## src/rtl/rsa_mont_mult.sv

```systemverilog
// Bit-serial radix-2 Montgomery multiplier: result = a*b*2^-WIDTH mod n.
// Define RSA_MONT_OPERAND_CHECK_EN to add the operand legality check and err flag.
module rsa_mont_mult #(
  parameter int unsigned WIDTH = 8
) (
  input  logic             clk,
  input  logic             rstb,
  input  logic             en,
  input  logic             start,
  input  logic [WIDTH-1:0] a,
  input  logic [WIDTH-1:0] b,
  input  logic [WIDTH-1:0] n,
  output logic             busy,
  output logic             done,
  output logic [WIDTH-1:0] result,
  output logic             err
);

  localparam int unsigned CW = $clog2(WIDTH + 1);
  localparam int unsigned SW = WIDTH + 2;

  typedef enum logic [1:0] {
    StIdle,
    StCalc,
    StCorr,
    StDone
  } state_e;

  state_e           state;
  logic [WIDTH-1:0] a_sh;
  logic [WIDTH-1:0] b_q;
  logic [WIDTH-1:0] n_q;
  logic [SW-1:0]    s_q;
  logic [CW-1:0]    cnt;
  logic [SW-1:0]    s1;
  logic [SW-1:0]    s2;
  logic [SW-1:0]    s_sub;
  logic             s_ge_n;
  logic             bad_ops;

  always_comb begin
    s1     = s_q + (a_sh[0] ? {2'b00, b_q} : '0);
    s2     = s1 + (s1[0] ? {2'b00, n_q} : '0);
    s_ge_n = (s_q >= {2'b00, n_q});
    s_sub  = s_q - {2'b00, n_q};
  end

`ifdef RSA_MONT_OPERAND_CHECK_EN
  assign bad_ops = ~n[0] | (a >= n) | (b >= n);
`else
  assign bad_ops = 1'b0;
  assign err     = 1'b0;
`endif

  always_ff @(posedge clk or negedge rstb) begin
    if (!rstb) begin
      state  <= StIdle;
      a_sh   <= '0;
      b_q    <= '0;
      n_q    <= '0;
      s_q    <= '0;
      cnt    <= '0;
      busy   <= 1'b0;
      done   <= 1'b0;
      result <= '0;
`ifdef RSA_MONT_OPERAND_CHECK_EN
      err    <= 1'b0;
`endif
    end else if (en) begin
      done <= 1'b0;
      unique case (state)
        StIdle, StDone: begin
          state <= StIdle;
          if (start) begin
            a_sh <= a;
            b_q  <= b;
            n_q  <= n;
            s_q  <= '0;
            cnt  <= '0;
            if (bad_ops) begin
              // Illegal operands bypass the datapath entirely.
              state  <= StDone;
              done   <= 1'b1;
              busy   <= 1'b0;
              result <= '0;
`ifdef RSA_MONT_OPERAND_CHECK_EN
              err    <= 1'b1;
`endif
            end else begin
              state <= StCalc;
              busy  <= 1'b1;
`ifdef RSA_MONT_OPERAND_CHECK_EN
              err   <= 1'b0;
`endif
            end
          end
        end
        StCalc: begin
          s_q  <= s2 >> 1;
          a_sh <= a_sh >> 1;
          cnt  <= cnt + 1'b1;
          if (cnt == CW'(WIDTH - 1)) begin
            state <= StCorr;
          end
        end
        StCorr: begin
          result <= s_ge_n ? s_sub[WIDTH-1:0] : s_q[WIDTH-1:0];
          state  <= StDone;
          done   <= 1'b1;
          busy   <= 1'b0;
        end
        default: state <= StIdle;
      endcase
    end
  end

endmodule
```

## config.mk

```make
export PLATFORM = sky130hd
export DESIGN_NAME = rsa_mont_mult
export DESIGN_NICKNAME = d
export VERILOG_FILES = /design/src/rtl/rsa_mont_mult.sv
export SDC_FILE = /design/constraint.sdc
export NUM_CORES = 1
export LEC_CHECK = 0
export CAP_MARGIN = 20
export CORE_ASPECT_RATIO = 0.75
export CORE_MARGIN = 10
export CORE_UTILIZATION = 42
export CTS_CLUSTER_SIZE = 10
export DETAILED_ROUTE_END_ITERATION = 10
export PLACE_DENSITY = 0.72
export SLEW_MARGIN = 20
export SYNTH_ARGS = -nofsm -noshare
export SYNTH_HDL_FRONTEND = slang
export SYNTH_SLANG_ARGS = --single-unit
```

## constraint.sdc

```tcl
create_clock -name clk -period 3.55 [get_ports clk]
set_input_delay 1.065 -clock clk [delete_from_list [all_inputs] [get_ports clk]]
set_output_delay 1.065 -clock clk [all_outputs]
set_load 0.01 [all_outputs]
```

* After elaboration in Yosys (flattened, before gate mapping)
Cells that the tools add are included. W data, S select, Z words.
Storage, ports and cells: flip-flop bits (word level) 50, bits of input ports 28, output and inout bits 11, word-level logic and storage cells 44
Operators by class: $add $sub $neg 4, order comparisons 1, equal/unequal tests 6, multiplexer cells 15, reductions and logical operators 9
Operator list (number):
- $mux W8 | 4
- $add A10 B8 Y10 | 2
- $pmux W10 S2 | 1
- $pmux W8 S2 | 1
- $ge A10 B8 Y1 | 1
- $mux W10 | 1
- $reduce_and A3 Y1 | 3
- $pmux W4 S2 | 1
- $sub A8 B8 Y8 | 1
- $pmux W2 S3 | 1
- $add A4 B1 Y4 const B | 1
- $eq A2 B2 Y1 const B | 2
- $eq A4 B3 Y1 const B | 1
- $mux W4 | 1
- $ne A2 B2 Y1 const B | 2
- $reduce_and A2 Y1 | 2
- $reduce_bool A2 Y1 | 2
- $mux W1 | 3
- $eq A2 B1 Y1 const B | 1
- $logic_not A2 Y1 | 1
- $mux W2 | 1
- $pmux W1 S2 | 1
- $reduce_or A2 Y1 | 1

* Longest topological paths before layout
Gate-level depths: netlist of the first run.
depth in word-level cells 5, mapped depth 15, depth with buffers taken out 15

* Worst setup path after synthesis of the first run
No wires, ideal clock.
kind reg2reg, start register a_sh[0], end register s_q[8], library setup time 140 ps, data arrival time 2926 ps, data required time 3410 ps, setup slack 484 ps, stages on the path, launching flop included 16, path buffers 0, cells stage by stage dfrtp_1 -> and2_1 -> ha_1 -> inv_1 -> fa_1 -> nand2b_1 -> nand2_1 -> a21oi_1 -> xnor2_1 -> ha_1 -> a21o_1 -> a31oi_1 -> o21ai_1 -> a21o_1 -> a222oi_1 -> o211ai_1
On the way: longest elaborated chain between the ends 5
Ends and longest elaborated chain:
- from (decl) | RTL line 30 | logic [WIDTH-1:0] a_sh;
- from (signal assigned) | RTL line 100 | a_sh <= a_sh >> 1;
- $mux W8 * | RTL line 42 | s1 = s_q + (a_sh[0] ? {2'b00, b_q} : '0);
- $add A10 B8 Y10 * | RTL line 42
- $mux W8 | RTL line 43 | s2 = s1 + (s1[0] ? {2'b00, n_q} : '0);
- $add A10 B8 Y10 * | RTL line 43
- $pmux W10 S2 * | RTL line 71 | unique case (state)
- to (signal assigned) | RTL line 99 | s_q <= s2 >> 1;
- to (decl) | RTL line 33 | logic [SW-1:0] s_q;
Mark *: on every way between the ends. The rest lies on a longest branch, timed or not. A chain may end at the register's enable or synchronous reset.

* Worst setup path in the final report of the first run
Ends and elaborated chain as after synthesis.

==> run metrics, run 1 <==
CP endpoint kind flip-flop; Nets 439; Post-Route WL 7030 µm; Synthesized Nets 395; status finished clean; CTS Buf Count 5; input/output buffers 37; cell row count 27; Initial DRT Pass Iterations 4; gp weighted congestion 0.859; Area contributors post-synth dfrtp_1 (39%), ha_1 (11%), o21ai_0 (5.7%); Cell Pwr Density 792 nW/µm²; P_sw 1.25 mW; DRT iter0 DRCs 130; RSZ-0062 raised after global routing false; synthesized instance count 337; Lkg Pwr 1.82 nW; Worst Hold Launch result[3]$_DFFE_PN0P_; DRC violations left 0; Max VDD drop 0.415 mV; width of the chip 120 µm; Internal 1.77 mW; Overflow after GRT 0; worst endpoint data arrival time 3460 ps; CTS tree done; Worst-path clk slew 90 ps; clock power share 0.135; FMAX 305 MHz; HPWL Detailed 5600 µm; cell depth of the worst hold path 2; Min-Delay Endpoint result[3]$_DFFE_PN0P_; deepest clock path buffer count 2; R2R Path End s_q[8]$_DFFE_PN0P_; Worst path slowest cell dfrtp_2; vias in the first global route 2498; FF/Latch Area 1230 µm²; area leader, netlist dfrtp_1; clock skew 12.3 ps; logic gate share of total power 0.565; Slew Limit Fails 0; share of layout cells above drive strength 1 0.0995; Async SR Flop Fraction 1.00; Fill cells 693; FF+latch count, synth 49; Ant. Diodes 0; Post-synth top cells dfrtp_1 (49), nand2_1 (46), o21ai_0 (36), ha_1 (27), inv_1 (20); Die Y 95.1 µm; worst stage delay on the critical path 420 ps; cell with the most instances after synthesis dfrtp_1; synth-to-layout area growth 20.8%; share of the synthesized area in the top cell type 0.389; drt wl/cell 14.6 µm; global-route wire length before repair 12100 µm; post-synthesis sequential area ratio 0.389; multi-input logic area 1820 µm²; CP dominant cell by count a21o_1; Setup TNS 0 ps; total core area 7330 µm²; Synth Flop Type dfrtp_1; Mapped Avg Cell Area 9.36 µm²; reg2reg start a_sh[0]$_DFFE_PN0P_; Skew-Pair Late Insertion Delay 310 ps; # H-tree levels 2; post-synth cell types 48; initial antenna violation count 0; largest net degree at the start of global routing 32; I/O pin total 39; Netlist Area Pre-Place 3160 µm²; cts hold-fix bufs 0; Period minus WS final 3270 ps; Tightest Hold Check Type flip-flop to flip-flop; hold violation count in the final report 0; r2r worst-path depth 15; YS warnings 0; Hold WS 484 ps; MaxCap Viol Count 0; FF-to-FF setup slack 280 ps; CP startpoint kind flip-flop; gr usage total 0.128; DR vias/cell 5.29; DIE AREA 11400 µm²; sw frac 0.415; kind of critical path flip-flop to flip-flop; via count 2557; number of flops mapped to enable cells by yosys 0; clock root cell clkbuf_8; crit share post-route 0.922; Worst EP required 3730 ps; Starting Density 0.430; Final setup violation count 0; clock sink total 49; sequential share of power 0.300; Crit Path Max Fanout 6; antenna-violating nets left 0; critical path cell sequence and2_1, ha_2, inv_1, fa_1, nand2b_1, nand2_1, a21oi_1, xnor2_1, ha_1, a21o_1, a31oi_2, o21ai_1, a21o_1, a222oi_1, o211ai_1
## worst max-delay path, delay by kind of cell, from the launching register on
family,cells,cell delay [ps]
and+or+nand+nor,3,390
buffers and inverters,1,60
DFF,1,420
xor gates and xnor gates,1,130
adders and majority gates,3,930
AOI/OAI and AO/OA,7,1230
## state kept, by name (all words and copies together), names as in the netlist
register  count
state         2
s_q           9
b_q           8
result        8
a_sh          8
done          1
n_q           8
busy          1
cnt           4
## through the flow
stage / util / power (mW) / cell area, µm² / std cells / worst slack, ps
3_3_place_gp: 0.500 / 2.54 / 3660 / 473 / 301
6_report: 0.520 / 3.02 / 3810 / 483 / 276
2_1_floorplan: - / 2.14 / 3160 / 337 / 484
5_1_grt: 0.520 / 3.30 / 3810 / 483 / 9.16
4_1_cts: 0.517 / 3.03 / 3790 / 482 / 136
3_5_place_dp: 0.502 / 2.61 / 3680 / 474 / 179
## worst max path at each step
stage | cells past startpoint | from | to
final | 15 | a_sh[0]$_DFFE_PN0P_ | s_q[8]$_DFFE_PN0P_
after global routing | 15 | a_sh[0]$_DFFE_PN0P_ | s_q[8]$_DFFE_PN0P_
after CTS | 15 | a_sh[0]$_DFFE_PN0P_ | s_q[8]$_DFFE_PN0P_
after detailed placement | 15 | a_sh[0]$_DFFE_PN0P_ | s_q[8]$_DFFE_PN0P_
after global placement | 15 | a_sh[0]$_DFFE_PN0P_ | s_q[8]$_DFFE_PN0P_
after floorplan | 15 | a_sh[0]$_DFFE_PN0P_ | s_q[8]$_DFFE_PN0P_
## per-layer routing
metal / share of wire / wire length (µm) / GRT usage / vias up
met5: 0 / 0 / 0 / -
met4: 0.0054 / 38 / 0.0220 / 0
met3: 0.062 / 439 / 0.0331 / 6
met2: 0.45 / 3160 / 0.204 / 59
met1: 0.48 / 3400 / 0.173 / 1225
li1: - / - / - / 1267
## cells by family (layout without fill, tap and decap cells)
family / after synthesis / count (layout) / share of synthesized area
other cells: 1 / 1 / 0.00119
fa+ha+maj: 30 / 30 / 0.126
xor+xnor: 16 / 16 / 0.0444
flops: 49 / 49 / 0.389
simple gates: 109 / 109 / 0.169
buf+inv: 30 / 75 / 0.0369
compound gates: 80 / 80 / 0.160
mux: 22 / 22 / 0.0741
## power groups by stage
stage / registers [mW] / logic (mW) / clock network, mW
floorplan: 0.889 / 1.25 / 0
global placement: 0.913 / 1.62 / 0
detailed placement: 0.921 / 1.69 / 0
CTS: 0.913 / 1.70 / 0.415
global route: 0.937 / 1.92 / 0.442
finish: 0.906 / 1.71 / 0.408
## area by class of cell
type                            instances  area share
Multi-Input combinational cell        258       0.478
Clock inverter                          2      0.0102
Inverter                               21      0.0207
Sequential cell                        49       0.322
Clock buffer                            6      0.0190
Tap cell                              101      0.0332
Timing Repair Buffer                   46       0.117
## placed cells by master, fill, tap and decap left out, drive strengths merged, types with 2 or more instances in the layout
master	instances
xnor2	10
inv	20
nor2	15
clkbuf	6
buf	10
a31oi	2
a211oi	3
clkdlybuf4s50	36
nand2b	5
mux2i	11
o21ai	40
fa	3
nor3	3
a21oi	12
nand4	3
a32oi	5
clkinv	2
dfrtp	49
and2	18
o31ai	2
ha	27
mux2	11
nand3	10
a21o	5
nand2	46
o21a	4
xor2	6
nor4b	2
nor2b	2
## timing repair
| action | CTS | global route |
|---|---|---|
| buffers inserted | 0 | 1 |
| setup endpoints to repair | 0 | 1 |
| resized for setup | 0 | 3 |
(Power assumes the default switching activity.)
==> inputs of run 2 (changes only) <==
--- a/config.mk
+++ b/config.mk
@@ -11,8 +11,10 @@
 export CORE_UTILIZATION = 42
 export CTS_CLUSTER_SIZE = 10
 export DETAILED_ROUTE_END_ITERATION = 10
+export GPL_TIMING_DRIVEN = 0
 export PLACE_DENSITY = 0.72
 export SLEW_MARGIN = 20
 export SYNTH_ARGS = -nofsm -noshare
 export SYNTH_HDL_FRONTEND = slang
 export SYNTH_SLANG_ARGS = --single-unit
+export TNS_END_PERCENT = 50
==> run metrics, run 2 (same netlist as run 1, synthesis figures left out) <==
status finished clean; vias in the first global route 2479; worst setup margin 249 ps; via count 2520; clock power share 0.141; post-place setup slack 135 ps; Biggest register s_q; Die Y 95.1 µm; Cell Pwr Density 800 nW/µm²; Crit Path Max Fanout 7; HPWL Detailed 5520 µm; delay-heaviest family, CP compound AO/OA/AOI/OAI gates; deepest clock path buffer count 2; Post-Route WL 7220 µm; Nets 442; multi-input logic area 1830 µm²; clock sink total 49; worst stage delay on the critical path 420 ps; P_sw 1.28 mW; hold violation count in the final report 0; Initial DRT Pass Iterations 4; stages on the worst setup path 15; initial antenna violation count 0; sequential share of power 0.296; Worst path slowest cell dfrtp_2; kind of critical path flip-flop to flip-flop; Ant. Diodes 0; DR vias/cell 5.19; DRT iter0 DRCs 136; width of the chip 120 µm; sw frac 0.418; antenna-violating nets left 0; Tightest Hold Check Type flip-flop to flip-flop; reg2reg start a_sh[0]$_DFFE_PN0P_; commonest non-fill, non-tap cell in the layout dfrtp_1; cell depth of the worst hold path 2; capture point of the critical path s_q[8]$_DFFE_PN0P_; total core area 7330 µm²; r2r worst-path depth 15; worst endpoint data arrival time 3480 ps; drt wl/cell 14.9 µm; Fill cells 665; clock root cell clkbuf_8; CP dominant cell by count a21o_1; most frequent cells in the layout dfrtp_1 (48), nand2_1 (46), o21ai_0 (36), clkdlybuf4s50_1 (36), ha_1 (26); logic gate share of total power 0.563; input/output buffers 37; Period minus WS final 3300 ps; CP startpoint kind flip-flop; Skew-Pair Late Insertion Delay 310 ps; Starting Density 0.430; # H-tree levels 2; share of layout cells above drive strength 1 0.0909; Final Cell Area 3810 µm²; Max VDD drop 0.272 mV; Final setup violation count 0; R2R Path End s_q[8]$_DFFE_PN0P_; global-route wire length before repair 12100 µm; synth-to-layout area growth 20.9%; DIE AREA 11400 µm²; FMAX 303 MHz; Worst-Margin Slew 658 ps; crit share post-route 0.930; gr usage total 0.129; Bufs and invs on worst path 1; cell row count 27; FF-to-FF setup slack 250 ps; DRC violations left 0; FF/Latch Area 1230 µm²; gp weighted congestion 0.892; max FFs per register 9; Internal 1.78 mW; Final Core Density 0.520; Post-Place Cell Area 3650 µm²; I/O pin total 39; CTS Buf Count 5; Worst-path clk slew 90 ps; relative slew slack 0.562; Total Power 3.05 mW; MaxCap Viol Count 0; Slew Limit Fails 0; CTS tree done; CP endpoint kind flip-flop; Hold WS 491 ps; Lkg Pwr 1.80 nW; Worst EP required 3730 ps; CP startpoint a_sh[0]$_DFFE_PN0P_; clock skew 6.23 ps; Overflow after GRT 0; largest net degree at the start of global routing 50; critical path cell sequence and2_1, ha_2, inv_1, fa_1, nand2b_1, nand2_1, a21oi_1, xnor2_1, ha_1, a21o_1, a31oi_4, o21ai_2, a21o_1, a222oi_1, o211ai_1
-- run 2: final cells by class --
cell class,count,share of cell area
plain buffers,9,0.00984
inverters,21,0.0207
clock inverters,2,0.00984
well taps,101,0.0331
flip-flops and latches,49,0.322
clock buffers,6,0.0216
multi-input cells,258,0.481
repair buffers,40,0.102
-- run 2: layer usage --
metal  vias to the layer above  wire [µm]  global-route usage
li1                       1272          -                   -
met1                      1182       3650               0.177
met2                        56       3110               0.198
met3                        10        396              0.0366
met4                         0         68              0.0281
met5                         -          0                   0
-- run 2: worst min-delay path, cell delays in order (launching register included) --
cell and delay (ps):
dfrtp_1 360, nand2_1 50, o21ai_0 60
-- run 2: power by group through the flow --
stage	Combinational [mW]	Sequential, mW	Clock, mW
2_1_floorplan	1.25	0.889	0
3_3_place_gp	1.61	0.910	0
3_5_place_dp	1.65	0.919	0
4_1_cts	1.66	0.907	0.441
5_1_grt	1.93	0.936	0.466
6_report	1.72	0.903	0.431
-- run 2: repair_timing --
action	in CTS	in global routing
resized for setup	0	5
setup buffers	0	3
endpoints found under the setup margin	0	2
hold buffers	0	0
-- run 2: how the worst min path moves through the flow --
stage	start	end	slack [ps]
floorplan	a_sh[1]$_DFFE_PN0P_	a_sh[1]$_DFFE_PN0P_	460
global placement	result[3]$_DFFE_PN0P_	result[3]$_DFFE_PN0P_	470
detailed placement	result[4]$_DFFE_PN0P_	result[4]$_DFFE_PN0P_	480
CTS	result[4]$_DFFE_PN0P_	result[4]$_DFFE_PN0P_	500
global route	a_sh[5]$_DFFE_PN0P_	a_sh[5]$_DFFE_PN0P_	520
finish	result[4]$_DFFE_PN0P_	result[4]$_DFFE_PN0P_	490
-- run 2: per-stage QoR --
step	std cells	setup TNS, ps
CTS	483	0
global route	486	-1.78
finish	486	0
detailed placement	475	0
global placement	475	-4130
floorplan	337	0
